File: config.mk
export PLATFORM = sky130hd
export DESIGN_NAME = leve1_axir_arb
export DESIGN_NICKNAME = d
export VERILOG_FILES = /design/src/rtl/leve1_axir_arb.sv
export SDC_FILE = /design/constraint.sdc
export NUM_CORES = 1
export LEC_CHECK = 0
export CORE_AREA = 2 2 94 96
export DETAILED_ROUTE_END_ITERATION = 10
export DIE_AREA = 0 0 96 98
export PLACE_DENSITY = 0.86
export SYNTH_ARGS = -nofsm -noshare
export SYNTH_HDL_FRONTEND = slang
export SYNTH_SLANG_ARGS = --single-unit
File: constraint.sdc
create_clock -name clk_i -period 3.65 [get_ports clk_i]
set_input_delay 1.095 -clock clk_i [delete_from_list [all_inputs] [get_ports clk_i]]
set_output_delay 1.095 -clock clk_i [all_outputs]
set_load 0.03 [all_outputs]
File: src/rtl/leve1_axir_arb.sv
// Two-to-one AXI read arbiter for the LEVE1 core. It shares one memory read
// port between instruction fetch (RI) and the load unit (RD), with one
// outstanding transaction and round-robin arbitration on address requests.
module leve1_axir_arb #(
    parameter int unsigned XLEN = 32,
    parameter int unsigned DLEN = 32
) (
    input  logic            clk_i,
    input  logic            rst_ni,
    // instruction requester
    input  logic            ri_arvalid_i,
    output logic            ri_arready_o,
    input  logic [XLEN-1:0] ri_araddr_i,
    input  logic [7:0]      ri_arlen_i,
    output logic            ri_rvalid_o,
    input  logic            ri_rready_i,
    output logic [DLEN-1:0] ri_rdata_o,
    output logic [1:0]      ri_rresp_o,
    output logic            ri_rlast_o,
    // data requester
    input  logic            rd_arvalid_i,
    output logic            rd_arready_o,
    input  logic [XLEN-1:0] rd_araddr_i,
    input  logic [7:0]      rd_arlen_i,
    output logic            rd_rvalid_o,
    input  logic            rd_rready_i,
    output logic [DLEN-1:0] rd_rdata_o,
    output logic [1:0]      rd_rresp_o,
    output logic            rd_rlast_o,
    // shared memory port
    output logic            rm_arvalid_o,
    input  logic            rm_arready_i,
    output logic [XLEN-1:0] rm_araddr_o,
    output logic [7:0]      rm_arlen_o,
    input  logic            rm_rvalid_i,
    output logic            rm_rready_o,
    input  logic [DLEN-1:0] rm_rdata_i,
    input  logic [1:0]      rm_rresp_i,
    input  logic            rm_rlast_i,
    // debug
    output logic            busy_o,
    output logic            gnt_d_o
);

    localparam logic [1:0] StIdle = 2'd0;
    localparam logic [1:0] StAddr = 2'd1;
    localparam logic [1:0] StData = 2'd2;

    logic [1:0]      state_q, state_d;
    logic            last_q, last_d;      // 0 = RI, 1 = RD
    logic [XLEN-1:0] addr_q, addr_d;
    logic [7:0]      len_q, len_d;

    logic win;      // requester that would be granted this cycle
    logic grant;
    logic in_data;

    // Arbitration: a tie goes to whoever was not granted last time.
    // Reset is folded in so no ARREADY can leak out while reset is held.
    always_comb begin
        win   = (ri_arvalid_i && rd_arvalid_i) ? ~last_q : rd_arvalid_i;
        grant = rst_ni && (state_q == StIdle) && (ri_arvalid_i || rd_arvalid_i);
    end

    // Next-state logic for the transaction FSM and the latched request.
    always_comb begin
        state_d = state_q;
        last_d  = last_q;
        addr_d  = addr_q;
        len_d   = len_q;
        case (state_q)
            StIdle: begin
                if (grant) begin
                    state_d = StAddr;
                    last_d  = win;
                    addr_d  = win ? rd_araddr_i : ri_araddr_i;
                    len_d   = win ? rd_arlen_i : ri_arlen_i;
                end
            end
            StAddr: begin
                if (rm_arready_i) begin
                    state_d = StData;
                end
            end
            StData: begin
                if (rm_rvalid_i && rm_rready_o && rm_rlast_i) begin
                    state_d = StIdle;
                end
            end
            default: state_d = StIdle;
        endcase
    end

    // State and request registers.
    always_ff @(posedge clk_i or negedge rst_ni) begin
        if (!rst_ni) begin
            state_q <= StIdle;
            last_q  <= 1'b1;
            addr_q  <= '0;
            len_q   <= '0;
        end else begin
            state_q <= state_d;
            last_q  <= last_d;
            addr_q  <= addr_d;
            len_q   <= len_d;
        end
    end

    // Output routing: AR toward memory from registers, R beats passed through.
    always_comb begin
        in_data      = (state_q == StData);
        ri_arready_o = grant && !win;
        rd_arready_o = grant && win;
        rm_arvalid_o = (state_q == StAddr);
        rm_araddr_o  = addr_q;
        rm_arlen_o   = len_q;
        ri_rvalid_o  = in_data && !last_q && rm_rvalid_i;
        rd_rvalid_o  = in_data && last_q && rm_rvalid_i;
        rm_rready_o  = in_data && (last_q ? rd_rready_i : ri_rready_i);
        // Payload is shared; only RVALID qualifies it.
        ri_rdata_o   = rm_rdata_i;
        ri_rresp_o   = rm_rresp_i;
        ri_rlast_o   = rm_rlast_i;
        rd_rdata_o   = rm_rdata_i;
        rd_rresp_o   = rm_rresp_i;
        rd_rlast_o   = rm_rlast_i;
        busy_o       = (state_q != StIdle);
        gnt_d_o      = last_q;
    end

endmodule

== After elaboration in Yosys (flattened, before gate mapping) ==
Cells that the tools add are included.

* Flip-flop bits (word level): 43
* Word-level logic and storage cells: 37
* Bits of input ports: 123
* Output and inout bits: 118

* Bitwise gates (word level): 1
* Eq/ne operators: 5
* Multiplexer cells: 8
* Reductions and logical operators: 19

{| class="wikitable"
|+ Operator list
! operator !! count
|-
| 2-to-1 mux 32 bit || 1
|-
| logical AND 1 bit || 12
|-
| 2-to-1 mux 8 bit || 1
|-
| 2-to-1 mux 2 bit || 3
|-
| case mux 2 bit (3 select lines) || 1
|-
| != test 2 x 1 -> 1 bit, second input constant || 2
|-
| AND reduction 3 bit || 1
|-
| equality test 2 x 1 -> 1 bit, second input constant || 1
|-
| equality test 2 bit, second input constant || 1
|-
| zero test 1 bit || 2
|-
| zero test 2 bit || 1
|-
| 2-to-1 mux 1 bit || 2
|-
| != test 2 bit, second input constant || 1
|-
| AND reduction 2 bit || 1
|-
| nonzero test 2 bit || 1
|-
| logical OR 1 bit || 1
|-
| NOT 1 bit || 1
|}

== Longest topological paths before layout ==
* Depth after elaboration: 6
* Depth in mapped cells: 5
* Gate-level depth less buffers: 3

== Worst setup path after synthesis ==
OpenSTA, ideal clock, no wires.

* Path kind: in2out
* From: input port rst_ni
* To: output port ri_arready_o
* Path buffers: 2
* Cell stages on the path: 4
* Arrival time: 2.560 ns
* Required time: 2.555 ns
* Slack: -0.005 ns
* Path through: or3b_1 > buf_2 > clkbuf_1 > nor3b_1

* Cells in the longest elaborated chain, start to end: 3

{| class="wikitable"
|+ Ends and longest elaborated chain
! what !! RTL line !! text
|-
| start, declared || 9 || <nowiki>input logic rst_ni,</nowiki>
|-
| logical AND 1 bit (2 in a row) || 62 || <nowiki>grant = rst_ni && (state_q == StIdle) && (ri_arvalid_i || rd_arvalid_i);</nowiki>
|-
| logical AND 1 bit || 112 || <nowiki>ri_arready_o = grant && !win;</nowiki>
|-
| end, declared || 12 || <nowiki>output logic ri_arready_o,</nowiki>
|}

No other way between the ends.

== Worst setup path after layout ==
* From: input port ri_rready_i
* To: output port rm_rready_o

* Cells in the longest elaborated chain, start to end: 2

{| class="wikitable"
|+ Ends and longest elaborated chain
! what !! RTL line !! text
|-
| start, declared || 16 || <nowiki>input logic ri_rready_i,</nowiki>
|-
| 2-to-1 mux 1 bit || 119 || <nowiki>rm_rready_o = in_data && (last_q ? rd_rready_i : ri_rready_i);</nowiki>
|-
| logical AND 1 bit || 119 ||
|-
| end, declared || 36 || <nowiki>output logic rm_rready_o,</nowiki>
|}

No other way between the ends.

==> metrics.txt <==
clk slew on worst S/H paths=0.08 ns; Netlist cell types=21; setup TNS=0 ns; Root Driver=clkbuf_8; CORE AREA=8466 um2; first-pass GRT wire length=11.63 mm; ys async rst share=100.0%; GRT Overall Usage=15.93%; DIE AREA=9408 um2; Buf+Inv Stages, Crit Path=2; Post-synth EDFFs=0; synthesized area=2616 um2; Syn Nets=400; Final Hold Fails=0; yosys warns=0; Critical Path Start=ri_rready_i; final max-slew violation count=0; Logic pwr share=57.6%; vias in the first global route=2277; CP endpoint kind=output pin; Post-layout nets=457; Initial DRC Count=123; Antenna Nets Post-Route=0; clock sink count=43; Via-to-Cell Ratio=5.129; GRT overflow=0; CTS max path bufs=2; Die H=98 um; clk_lat worst skew=0.29 ns; Post-CTS Resized=0; routability cong.=0.7328; Int Power=1.639 mW; diode count=0; CP required=2.55 ns; sequential area share after synthesis=41.18%; critical path's largest stage delay=0.69 ns; crit path launch type=primary input; total vias in the final route=2272; f_max=281.0 MHz; area grow syn2layout=39.12%; Max IR drop VDD=0.2755 mV; CTS buffer count=5; starting density of the core=30.90%; crit path DAT=2.46 ns; most used cell, CP=clkdlybuf4s50_1; Worst path slowest cell=clkdlybuf4s50_1; Yosys top cell area share=40.17%; PwrDens=783.7 nW/um2; HP Start=rm_arlen_o[7]; P_leak=1.488 nW; main flop type after synthesis=dfrtp_1; net switching component of the power=1.214 mW; Max-cap violations=0; Max FO, Critical Path=2; DP Wirelength=5.539 mm; I/O pin count=241; largest net degree at the start of global routing=44; setup violators final=0; Worst Tran Pin Value=1.061 ns; slew margin rel.=29.08%; Period minus WS final=3.558 ns; Fillers=813; Post-Place Cells=435; final WL=7.809 mm; H-tree depth=2; status=completed; type of the most critical hold path=register to register; Net Sw Frac=42.54%; source of the worst register-to-register timing path=state_q[1]; synth top area cells=dfrtp_1 40%, buf_4 20%, a221o_1 15%; row count=34; syn_area_per_cell=9.445 um2; CTS tree=built; non-filler cells, final=443; Synth area leader=dfrtp_1; Die Wd=96 um; drc violations=0; Setup Buffers After CTS=0; part of the power in registers=29.7%; ratio of cells with drive above 1 in the final layout=6.866%; worst path cell trace=clkdlybuf4s50_1, mux2i_1, nor2b_1, clkdlybuf4s50_1; Avg WL per Cell=17.63 um; RSZ-0062 raised after global routing=false; antenna violations before repair=0; most numerous cell in the Yosys netlist=buf_4; Mapped Cells=277; Commonest cells post-synth=70 x buf_4, 42 x dfrtp_1, 42 x nand2_1, 40 x a221o_1, 40 x nor3_1; Period Utilization, post-route=97.48%; worst-case clock skew=0.006574 ns; DRT Pass-1 Iters=4; hold_buf cts=0; clock power share=12.8%; CP top delay family=buffers and inverters; Worst Setup Path Type=primary input to output pin; Port Buf Inserts=138; #FFs+latches synth=43
placed cells by master (no fill, tap or decap), types with 2 or more instances in the layout:
| master | n |
|---|---|
| clkdlybuf4s50_1 | 134 |
| nand2_1 | 42 |
| dfrtp_1 | 42 |
| nor3_1 | 40 |
| a221o_1 | 40 |
| buf_4 | 7 |
| clkbuf_8 | 5 |
| inv_1 | 3 |
| o21ai_0 | 3 |
| nor2b_1 | 2 |
| and3_1 | 2 |
| buf_2 | 2 |
cells by family after synthesis:
| group | Yosys count | share of synthesized area (%) |
|---|---|---|
| flip-flops | 43 | 41.18 |
| AND/OR/NAND/NOR | 91 | 15.97 |
| buffers and inverters | 96 | 25.20 |
| multiplexers | 1 | 0.3826 |
| AO/OA/AOI/OAI | 46 | 17.26 |
flip-flops by register name (all words and copies together), names as in the netlist:
name / flops
gnt_d_o: 1
rm_araddr_o: 32
rm_arlen_o: 8
state_q: 2
layer usage:
layer	part of all wire (%)	track usage, %	routed length (um)	vias to the layer above
li1	-	-	-	1024
met3	9.7	4.475	760	23
met1	40	19.05	3091	1108
met4	2.6	6.264	206	0
met2	48	26.66	3751	117
met5	0	0	0	-
worst register-to-register path, delay by kind of cell, from the launching register on:
kind / cells / cell delay (ns)
AO/OA/AOI/OAI: 2 / 0.93
AND/OR/NAND/NOR: 1 / 0.41
flip-flops: 1 / 0.40
buffers and inverters: 1 / 0.29
metrics by stage:
stage	worst slack, ns	area [um2]	util [%]	hold slack [ns]	power (mW)
2_1_floorplan	0.3097	2621	-	0.5669	1.928
3_3_place_gp	0.06512	3527	41.66	0.4968	2.468
3_5_place_dp	0.06433	3527	41.66	0.4934	2.504
4_1_cts	0.06442	3640	42.99	0.5217	2.884
5_1_grt	0.004469	3640	42.99	0.5305	3.005
6_report	0.09185	3640	42.99	0.5164	2.852
area by class of cell:
type / count / area (um2) / share of cell area [%]
Clock buffer: 5 / 68.82 / 1.891
Clock inverter: 3 / 43.79 / 1.203
Inverter: 3 / 11.26 / 0.3094
Multi-Input combinational cell: 138 / 899.6 / 24.72
Sequential cell: 43 / 1077 / 29.60
Tap cell: 108 / 135.1 / 3.713
Timing Repair Buffer: 143 / 1404 / 38.57
power by group through the flow:
stage / Combinational, mW / Clock, mW / Sequential (mW)
after global placement: 1.63 / 0 / 0.842
after CTS: 1.66 / 0.379 / 0.848
after detailed placement: 1.65 / 0 / 0.854
after floorplan: 0.668 / 0 / 1.26
final: 1.64 / 0.364 / 0.846
after global routing: 1.73 / 0.398 / 0.875
path summary, 6_finish.rpt:
check	endpoint	slack [ns]	cells after the start
setup / recovery	rm_rready_o	0.09	4
hold / removal	rm_arlen_o[7]	0.52	1
setup reg to reg	rm_araddr_o[5]	1.49	4
hold reg to reg	rm_arlen_o[7]	0.52	1
max in group asynchronous	rm_araddr_o[10]	2.34	2
min in group asynchronous	rm_arlen_o[4]	0.94	2
No activity file was read; power rests on OpenSTA's default activity.
==> RTL edit (config.mk and constraints unchanged) <==
Change the parameter `XLEN` from 32 to 16.
--- a/src/rtl/leve1_axir_arb.sv
+++ b/src/rtl/leve1_axir_arb.sv
@@ -2,7 +2,7 @@
 // port between instruction fetch (RI) and the load unit (RD), with one
 // outstanding transaction and round-robin arbitration on address requests.
 module leve1_axir_arb #(
-    parameter int unsigned XLEN = 32,
+    parameter int unsigned XLEN = 16,
     parameter int unsigned DLEN = 32
 ) (
     input  logic            clk_i,
Interface: changed (resized rd_araddr_i, ri_araddr_i and rm_araddr_o); port bits go from 241 to 193. The function was not compared with the original's and may differ.
==> RTL edit against the original RTL <==
  * Sequential share of layout area shrank 1.5 points
  * Total power shrank 37%
  * Area after synthesis shrank 29%
  * Maximum frequency grew 0.42%
  * Count of clock-buffer cells in the layout shrank 1
  * Worst setup slack gained 0.015 ns
  * Wire length shrank 32%
  * Non-clock buffer count shrank 46
  * Via count shrank 36%
  * Sequential cell count shrank 16
  * Design area shrank 34%
  * Critical path type unchanged
  * Critical endpoint unchanged
  * Largest power group unchanged
  * Highest routed layer unchanged
==> RTL edit: results (changes against the original RTL) <==
[pwr]
p_leak_nw=0.9712  ; was 1.488 nW
ir_drop_mv=0.1438  ; was 0.2755 mV

[sta]
hold_ws_ns=0.5228  ; was 0.5164 ns
clock_skew_ns=0.005432  ; was 0.006574 ns
tightestPinTransition_ns=0.6667  ; was 1.061 ns

[route]
wl_met2_microns=2652  ; was 3751 microns
drt_first_pass_iters=4  ; unchanged
drt_wl_total_microns=5319  ; was 7809 microns
drt-initial-drc-count=60  ; was 123
dr_wl_met3_microns=364  ; was 760 microns
num_vias=1464  ; was 2272
wl_met1_microns=2112  ; was 3091 microns

[yosys]
synthTopCellsByCount=buf_4 (70), dfrtp_1 (26), nand2_1 (26), a221o_1 (24), nor3_1 (24)  ; was buf_4 (70), dfrtp_1 (42), nand2_1 (42), a221o_1 (40), nor3_1 (40)
synth_area_leaders=dfrtp_1 (35%), buf_4 (28%), a221o_1 (13%), nor3_1 (6.4%), nand2_1 (5.2%)  ; was dfrtp_1 (40%), buf_4 (20%), a221o_1 (15%), nor3_1 (7.7%), nand2_1 (6.0%)
yosys.area_share.adder_pct=0  ; unchanged
synth_nets=294  ; was 400
synth-compound-area-share_pct=15.65  ; was 17.26%
yosys.area_share.xor_xnor_pct=0  ; unchanged
yosys_warnings=0  ; unchanged
synthMuxAreaShare_pct=0.5373  ; was 0.3826%
ys_seq_area_share_pct=36.33  ; was 41.18%

[worst_hold_path]
hold_path_end=rm_arlen_o[5]  ; was rm_arlen_o[7]
holdCritStartpoint=rm_arlen_o[5]  ; was rm_arlen_o[7]

[grt]
use_met1_pct=11.92  ; was 19.05%
grt_max_degree=28  ; was 44
top_usage_layer=met2  ; unchanged
grt_pass1_wl_microns=7838  ; was 11630 microns
grtUsageTotal_pct=10.54  ; was 15.93%
met2_usage_pct=18.38  ; was 26.66%
grt_use_met3_pct=1.698  ; was 4.475%

[placement]
placed_area_sq_um=2366  ; was 3527 sq um
dp_hpwl_microns=4112  ; was 5539 microns
place_congestion=0.6846  ; was 0.7328
port_buffers=90  ; was 138

[critical_path]
r2r_end=rm_araddr_o[13]  ; was rm_araddr_o[5]
worst-r2r-setup-slack_ns=1.71  ; was 1.49 ns
cp_slowest_cell=clkdlybuf4s50_1  ; unchanged
worst_ep_arrival_time_ns=2.45
startpoint=rd_rready_i  ; was ri_rready_i

[final_layout]
num-nets-final=313  ; was 457
largest_register_ffs=16  ; was 32
layout-drive-gt1-share_pct=8.145  ; was 6.866%
num_antenna_cells=0  ; unchanged

[outcome]
status=complete, no violations  ; unchanged

[clock_network]
cts_made_buffers=3  ; was 5
cts_htree_levels=1  ; was 2
clk_path_buf_depth=2  ; unchanged
clock_latency_ns=0.27  ; was 0.29 ns

-- RTL edit: cell count changes in the layout (fill, tap and decap cells not counted), moves of 2 or more --
cell             before  now
a221o_1              40   24
buf_2                 2    0
buf_4                 7    9
clkbuf_8              5    3
clkdlybuf4s50_1     134   88
dfrtp_1              42   26
nand2_1              42   26
nor3_1               40   24
-- RTL edit: metrics by stage --
step | setup WS [ns] | cells
after detailed placement | 0.09090 | 325
after global placement | 0.1493 | 325
after CTS | 0.09507 | 329
final | 0.1067 | 329
after floorplan | 0.2951 | 203
after global routing | 0.05721 | 329
-- RTL edit: power breakdown --
group	leakage, nW	switching, mW	internal, mW
logic	0.614	0.595	0.482
clock network	0.0228	0.0890	0.0780
registers	0.335	0.0959	0.445
total	0.971	0.780	1.00
-- RTL edit: final cells by class --
type | count | area, sq um
fillers | 882 | 6055
repair buffers | 97 | 948.4
flip-flops and latches | 27 | 676.9
multi-input cells | 90 | 594.3
well taps | 108 | 135.1
clock buffers | 4 | 45.04
inverters | 3 | 11.26
